`src/rtl/serial_rx.sv`:
```
// serial_rx: bit-serial frame receiver (start, WIDTH data LSB first, stop) with valid/ready output.
// Define SERIAL_RX_PARITY_EN to add a parity bit after the data (ODD selects odd parity).
module serial_rx #(
  parameter int unsigned WIDTH = 8,
  parameter int unsigned DIV   = 16
`ifdef SERIAL_RX_PARITY_EN
  ,parameter bit         ODD   = 1'b0
`endif
) (
  input  logic             clk,
  input  logic             rst_n,
  input  logic             in,
  output logic [WIDTH-1:0] out,
  output logic             out_valid,
  input  logic             out_ready,
  output logic             frame_err,
  output logic             parity_err,
  output logic             overrun
);

  localparam int unsigned CW = (DIV > 1) ? $clog2(DIV) : 1;
  localparam int unsigned BW = $clog2(WIDTH + 1);
  localparam logic [CW-1:0] HALF = CW'(DIV / 2 - 1);
  localparam logic [CW-1:0] FULL = CW'(DIV - 1);
  localparam logic [BW-1:0] LAST = BW'(WIDTH - 1);

  typedef enum logic [2:0] {
    WAIT_HIGH,
    IDLE,
    START,
    DATA,
`ifdef SERIAL_RX_PARITY_EN
    PARITY,
`endif
    STOP
  } state_t;

  state_t           r_state, w_state_nxt;
  logic             r_sync1, r_s, r_s_d;
  logic [1:0]       r_prime;
  logic [CW-1:0]    r_cnt, w_cnt_nxt;
  logic [BW-1:0]    r_idx, w_idx_nxt;
  logic [WIDTH-1:0] r_shift, w_shift_nxt;
  logic [WIDTH-1:0] r_out;
  logic             r_valid, r_ferr, r_ovr;
  logic             w_cnt_zero, w_deliver, w_ferr, w_perr_hit, w_stop_perr, w_hs;
`ifdef SERIAL_RX_PARITY_EN
  logic             r_perr, w_perr_nxt, r_perr_pulse;
  assign w_stop_perr = r_perr;
`else
  assign w_stop_perr = 1'b0;
`endif

  assign w_cnt_zero = (r_cnt == '0);
  assign w_hs       = r_valid & out_ready;

  always_ff @(posedge clk or negedge rst_n) begin
    if (!rst_n) r_state <= WAIT_HIGH;
    else        r_state <= w_state_nxt;
  end

  always_comb begin
    w_state_nxt = r_state;
    w_cnt_nxt   = w_cnt_zero ? r_cnt : r_cnt - 1'b1;
    w_idx_nxt   = r_idx;
    w_shift_nxt = r_shift;
    w_deliver   = 1'b0;
    w_ferr      = 1'b0;
    w_perr_hit  = 1'b0;
`ifdef SERIAL_RX_PARITY_EN
    w_perr_nxt  = r_perr;
`endif
    case (r_state)
      // r_prime gates the exit until s reflects a real sample of the line, not the flop reset value
      WAIT_HIGH: if (r_prime[1] && r_s) w_state_nxt = IDLE;
      IDLE: begin
        if (r_s_d && !r_s) begin
          w_cnt_nxt   = HALF;
          w_state_nxt = START;
        end
      end
      START: begin
        if (w_cnt_zero) begin
          if (r_s) begin
            w_state_nxt = IDLE;
          end else begin
            w_cnt_nxt   = FULL;
            w_idx_nxt   = '0;
            w_state_nxt = DATA;
          end
        end
      end
      DATA: begin
        if (w_cnt_zero) begin
          w_shift_nxt = (r_shift >> 1) | (WIDTH'(r_s) << (WIDTH - 1));
          w_cnt_nxt   = FULL;
          if (r_idx == LAST) begin
`ifdef SERIAL_RX_PARITY_EN
            w_perr_nxt  = 1'b0;
            w_state_nxt = PARITY;
`else
            w_state_nxt = STOP;
`endif
          end else begin
            w_idx_nxt = r_idx + 1'b1;
          end
        end
      end
`ifdef SERIAL_RX_PARITY_EN
      PARITY: begin
        if (w_cnt_zero) begin
          w_perr_nxt  = r_s ^ (^r_shift) ^ ODD;
          w_cnt_nxt   = FULL;
          w_state_nxt = STOP;
        end
      end
`endif
      STOP: begin
        if (w_cnt_zero) begin
          if (!r_s) begin
            w_ferr      = 1'b1;
            w_state_nxt = WAIT_HIGH;
          end else if (w_stop_perr) begin
            w_perr_hit  = 1'b1;
            w_state_nxt = IDLE;
          end else begin
            w_deliver   = 1'b1;
            w_state_nxt = IDLE;
          end
        end
      end
      default: w_state_nxt = WAIT_HIGH;
    endcase
  end

  always_ff @(posedge clk or negedge rst_n) begin
    if (!rst_n) begin
      r_sync1 <= 1'b1;
      r_s     <= 1'b1;
      r_s_d   <= 1'b1;
      r_prime <= '0;
      r_cnt   <= '0;
      r_idx   <= '0;
      r_shift <= '0;
      r_out   <= '0;
      r_valid <= 1'b0;
      r_ferr  <= 1'b0;
      r_ovr   <= 1'b0;
    end else begin
      r_sync1 <= in;
      r_s     <= r_sync1;
      r_s_d   <= r_s;
      r_prime <= {r_prime[0], 1'b1};
      r_cnt   <= w_cnt_nxt;
      r_idx   <= w_idx_nxt;
      r_shift <= w_shift_nxt;
      r_ferr  <= w_ferr;
      if (w_deliver) begin
        if (!r_valid || w_hs) begin
          r_out   <= r_shift;
          r_valid <= 1'b1;
        end else begin
          r_ovr   <= 1'b1;
        end
      end else if (w_hs) begin
        r_valid <= 1'b0;
      end
    end
  end

`ifdef SERIAL_RX_PARITY_EN
  always_ff @(posedge clk or negedge rst_n) begin
    if (!rst_n) begin
      r_perr       <= 1'b0;
      r_perr_pulse <= 1'b0;
    end else begin
      r_perr       <= w_perr_nxt;
      r_perr_pulse <= w_perr_hit;
    end
  end
  assign parity_err = r_perr_pulse;
`else
  assign parity_err = w_perr_hit;
`endif

  assign out       = r_out;
  assign out_valid = r_valid;
  assign frame_err = r_ferr;
  assign overrun   = r_ovr;

endmodule

```
`config.mk`:
```
export PLATFORM = sky130hd
export DESIGN_NAME = serial_rx
export DESIGN_NICKNAME = d
export VERILOG_FILES = /design/src/rtl/serial_rx.sv
export SDC_FILE = /design/constraint.sdc
export NUM_CORES = 1
export LEC_CHECK = 0
export CORE_AREA = 2 2 58 60
export DETAILED_ROUTE_END_ITERATION = 12
export DIE_AREA = 0 0 60 62
export PLACE_DENSITY = 0.74
export SYNTH_ARGS = -nofsm -noshare
export SYNTH_HDL_FRONTEND = slang
export SYNTH_SLANG_ARGS = --single-unit
```
`constraint.sdc`:
```
create_clock -name clk -period 2.3 [get_ports clk]
set_clock_uncertainty 0.15 [all_clocks]
set_input_delay 0.46 -clock clk [delete_from_list [all_inputs] [get_ports clk]]
set_output_delay 0.46 -clock clk [all_outputs]
set_load 0.01 [all_outputs]
```
==> metrics.txt <==
run status=finished, final reports clean; crit-path cells=inv_1, ha_1, nor3b_4, inv_2, ha_1, o31ai_1, o311ai_0; cell count after synthesis=approximately 130; Core Rows=21; first-pass iteration count of the detailed router=4; post-DP HPWL=1820 um; # IOs=16; top-count cell post-synth=dfrtp_1; worst hold path type=flop to flop; post-synth top area cell=dfrtp_1; Critical Path RT=2.36 ns; Avg Cell Area, Syn=12.2 um2; post-synthesis mux area share=13.1%; fillers=252; final setup violation count=0; vias post-DR=1040; remaining antenna violation count=0; worst-path cell with the longest stage delay=dfrtp_1; Synth Register Bits=35; final hold vios=0; Commonest cells post-synth=dfrtp_1 (32), mux2_2 (16), o21ai_0 (9), nand2_1 (8), inv_1 (6); Synth Area in Simple Gates=13.0%; Final Util=between 50% and 60%; Global Route Usage Sum=about 16%; ys async rst share=100%; Max-Cap Viols=0; most used cell, CP=ha_1; Top Layer Used=met4; Compound-Gate Fraction of Synth Area=between 10% and 20%; Clock Sinks=35; full die area=about 3700 um2; period utilization=roughly 90%; Ys Warns=0; RSZ-0062 raised after global routing=no; post-synthesis cell area=around 1600 um2; met2 WL=between 1000 and 1500 um; Clock Pin Slew Worst Setup and Hold Paths=approximately 0.11 ns; Hold Buf Count CTS=0; EDFF count, synth=0; CP Data Arrival Time=~2.1 ns; Post-Synth Adder-Cell Area=~2.3%; I/O Buffers=14; first-pass GRT wire length=about 4400 um; drt wl/cell=~13 um; initial antenna violation count=0; Die Height=62 um; Yosys cell types=41; crit start category=flop; layout cell share with drive strength beyond 1=roughly a quarter; sequential area share after synthesis=about 55%; Initial Util=approximately half; setup TNS=0 ns; Setup Buffers After CTS=0; CTS root buffer=clkbuf_4; post-synthesis xor/xnor area fraction=0%; Slew Viols, Final=0; WL met3=between 100 and 150 um; Antenna diodes=0; Syn Nets=roughly 140; deepest clock path buffer count=2; critical-path maximum fanout=13; vias in the first global route=between 900 and 1000; cell leakage power=about 0.00085 uW; top_reg_cell synth=dfrtp_1; nets=around 160; htree depth=2; wire length on met1=around 1100 um; residual DRC count=0; Clock Latency Late Sink=0.34 ns; fmax=about 480 MHz; pin count of the biggest net entering global routing=36; CP endpoint kind=flop; footprint of the multi-input gates=659 um2; Die W=~60 um; CTS tree=built; final wirelength=~2600 um; fin crit period=approximately 2.1 ns; CTS resizes=0; delay of the slowest cell on the worst path=roughly 0.43 ns; main combinational cell family by area after synthesis=multiplexers; DR iter-0 viols=35; routability cong.=slightly below 0.8; top-area cell type share of the netlist area=between 40% and 50%; Num CTS Buffers=5; vias per cell=around 5.3; area grow syn2layout=15.9%; PD cells=between 800 and 900 nW/um2; crit path kind=flop to flop; Seq. cell area=~880 um2; gr ovfl total=0; Peak VDD IR=between 0.0007 and 0.0008 V; top cells by area, synth=dfrtp_1 (50%), mux2_2 (11%), dfstp_2 (4.9%); core area=approximately 3200 um2
## metrics by stage
stage / hold WS [ns] / setup WS, ns / total power [uW] / std cells / instance area (um2)
5_1_grt: 0.223 / 0.0777 / 1780 / 196 / 1860
4_1_cts: 0.210 / 0.226 / 1690 / 196 / 1860
3_5_place_dp: 0.186 / 0.242 / 1240 / 188 / 1780
3_3_place_gp: 0.184 / 0.323 / 1220 / 188 / 1780
2_1_floorplan: 0.0144 / 0.169 / 1190 / 131 / 1600
6_report: 0.205 / 0.218 / 1670 / 196 / 1860
## flip-flops by register name (all words and copies together) (netlist names)
register / count
r_sync1: 1
r_prime: 2
r_idx: 4
r_state: 3
frame_err: 1
r_s_d: 1
r_s: 1
r_shift: 8
out: 8
r_cnt: 4
out_valid: 1
overrun: 1
## per-layer routing
layer,vias up,global-route usage [%]
met5,-,0
met4,0,7.62
met3,7,4.76
met2,21,27.2
met1,508,19.3
li1,504,-
## cell type report
class	count	share of cell area, %
Inverter	7	1.41
Multi-Input combinational cell	84	35.5
Timing Repair Buffer	16	8.34
Clock inverter	3	2.36
Tap cell	46	3.10
Clock buffer	5	2.02
Sequential cell	35	47.3
## layout by cell type (no fill, tap or decap), types with 2 or more instances in the layout
cell and instances:
o21ai_0 9, clkdlybuf4s50_1 14, buf_4 2, inv_1 6, mux2_2 16, dfstp_2 3
nand2b_1 2, conb_1 2, a22o_1 3, nand3_1 4, nor2_1 3, nand3b_1 3
ha_1 3, or4_1 2, o211ai_1 2, mux2i_1 3, nand2_1 8, a21boi_0 2
a21oi_1 3, clkbuf_4 5, dfrtp_1 32
## power by group
group	total (uW)	switching [uW]	internal, uW	leakage, uW
Combinational	436	223	213	0.000342
Clock	436	208	229	0.0000452
Sequential	800	97.1	703	0.000458
## final timing paths
kind	from	end	slack, ns	cells after the start
setup reg to reg	r_cnt[0]$_DFF_PN0_	r_cnt[0]$_DFF_PN0_	0.22	7
hold / removal	r_prime[0]$_DFF_PN0_	r_prime[1]$_DFF_PN0_	0.21	0
setup / recovery	r_cnt[0]$_DFF_PN0_	r_cnt[0]$_DFF_PN0_	0.22	7
min in group asynchronous	rst_n	r_cnt[2]$_DFF_PN0_	0.37	2
max in group asynchronous	rst_n	r_s$_DFF_PN1_	1.29	2
hold reg to reg	r_prime[0]$_DFF_PN0_	r_prime[1]$_DFF_PN0_	0.21	0
## critical path: cells and delay by family (launching register included)
| family | cells | cell delay, ns |
|---|---|---|
| adders and majority gates | 2 | 0.54 |
| buffers and inverters | 2 | 0.23 |
| DFF | 1 | 0.43 |
| AOI/OAI and AO/OA | 2 | 0.38 |
| and+or+nand+nor | 1 | 0.23 |
## cells by family (layout without fill, tap and decap cells)
family / Yosys count / count (layout)
buffers and inverters: 12 / 31
other: 2 / 2
AND/OR/NAND/NOR: 31 / 31
AO/OA/AOI/OAI: 29 / 29
flip-flops: 35 / 35
adder cells (fa/ha/maj): 3 / 3
multiplexers: 19 / 19
Note: power is estimated with default switching activity, not from simulation.
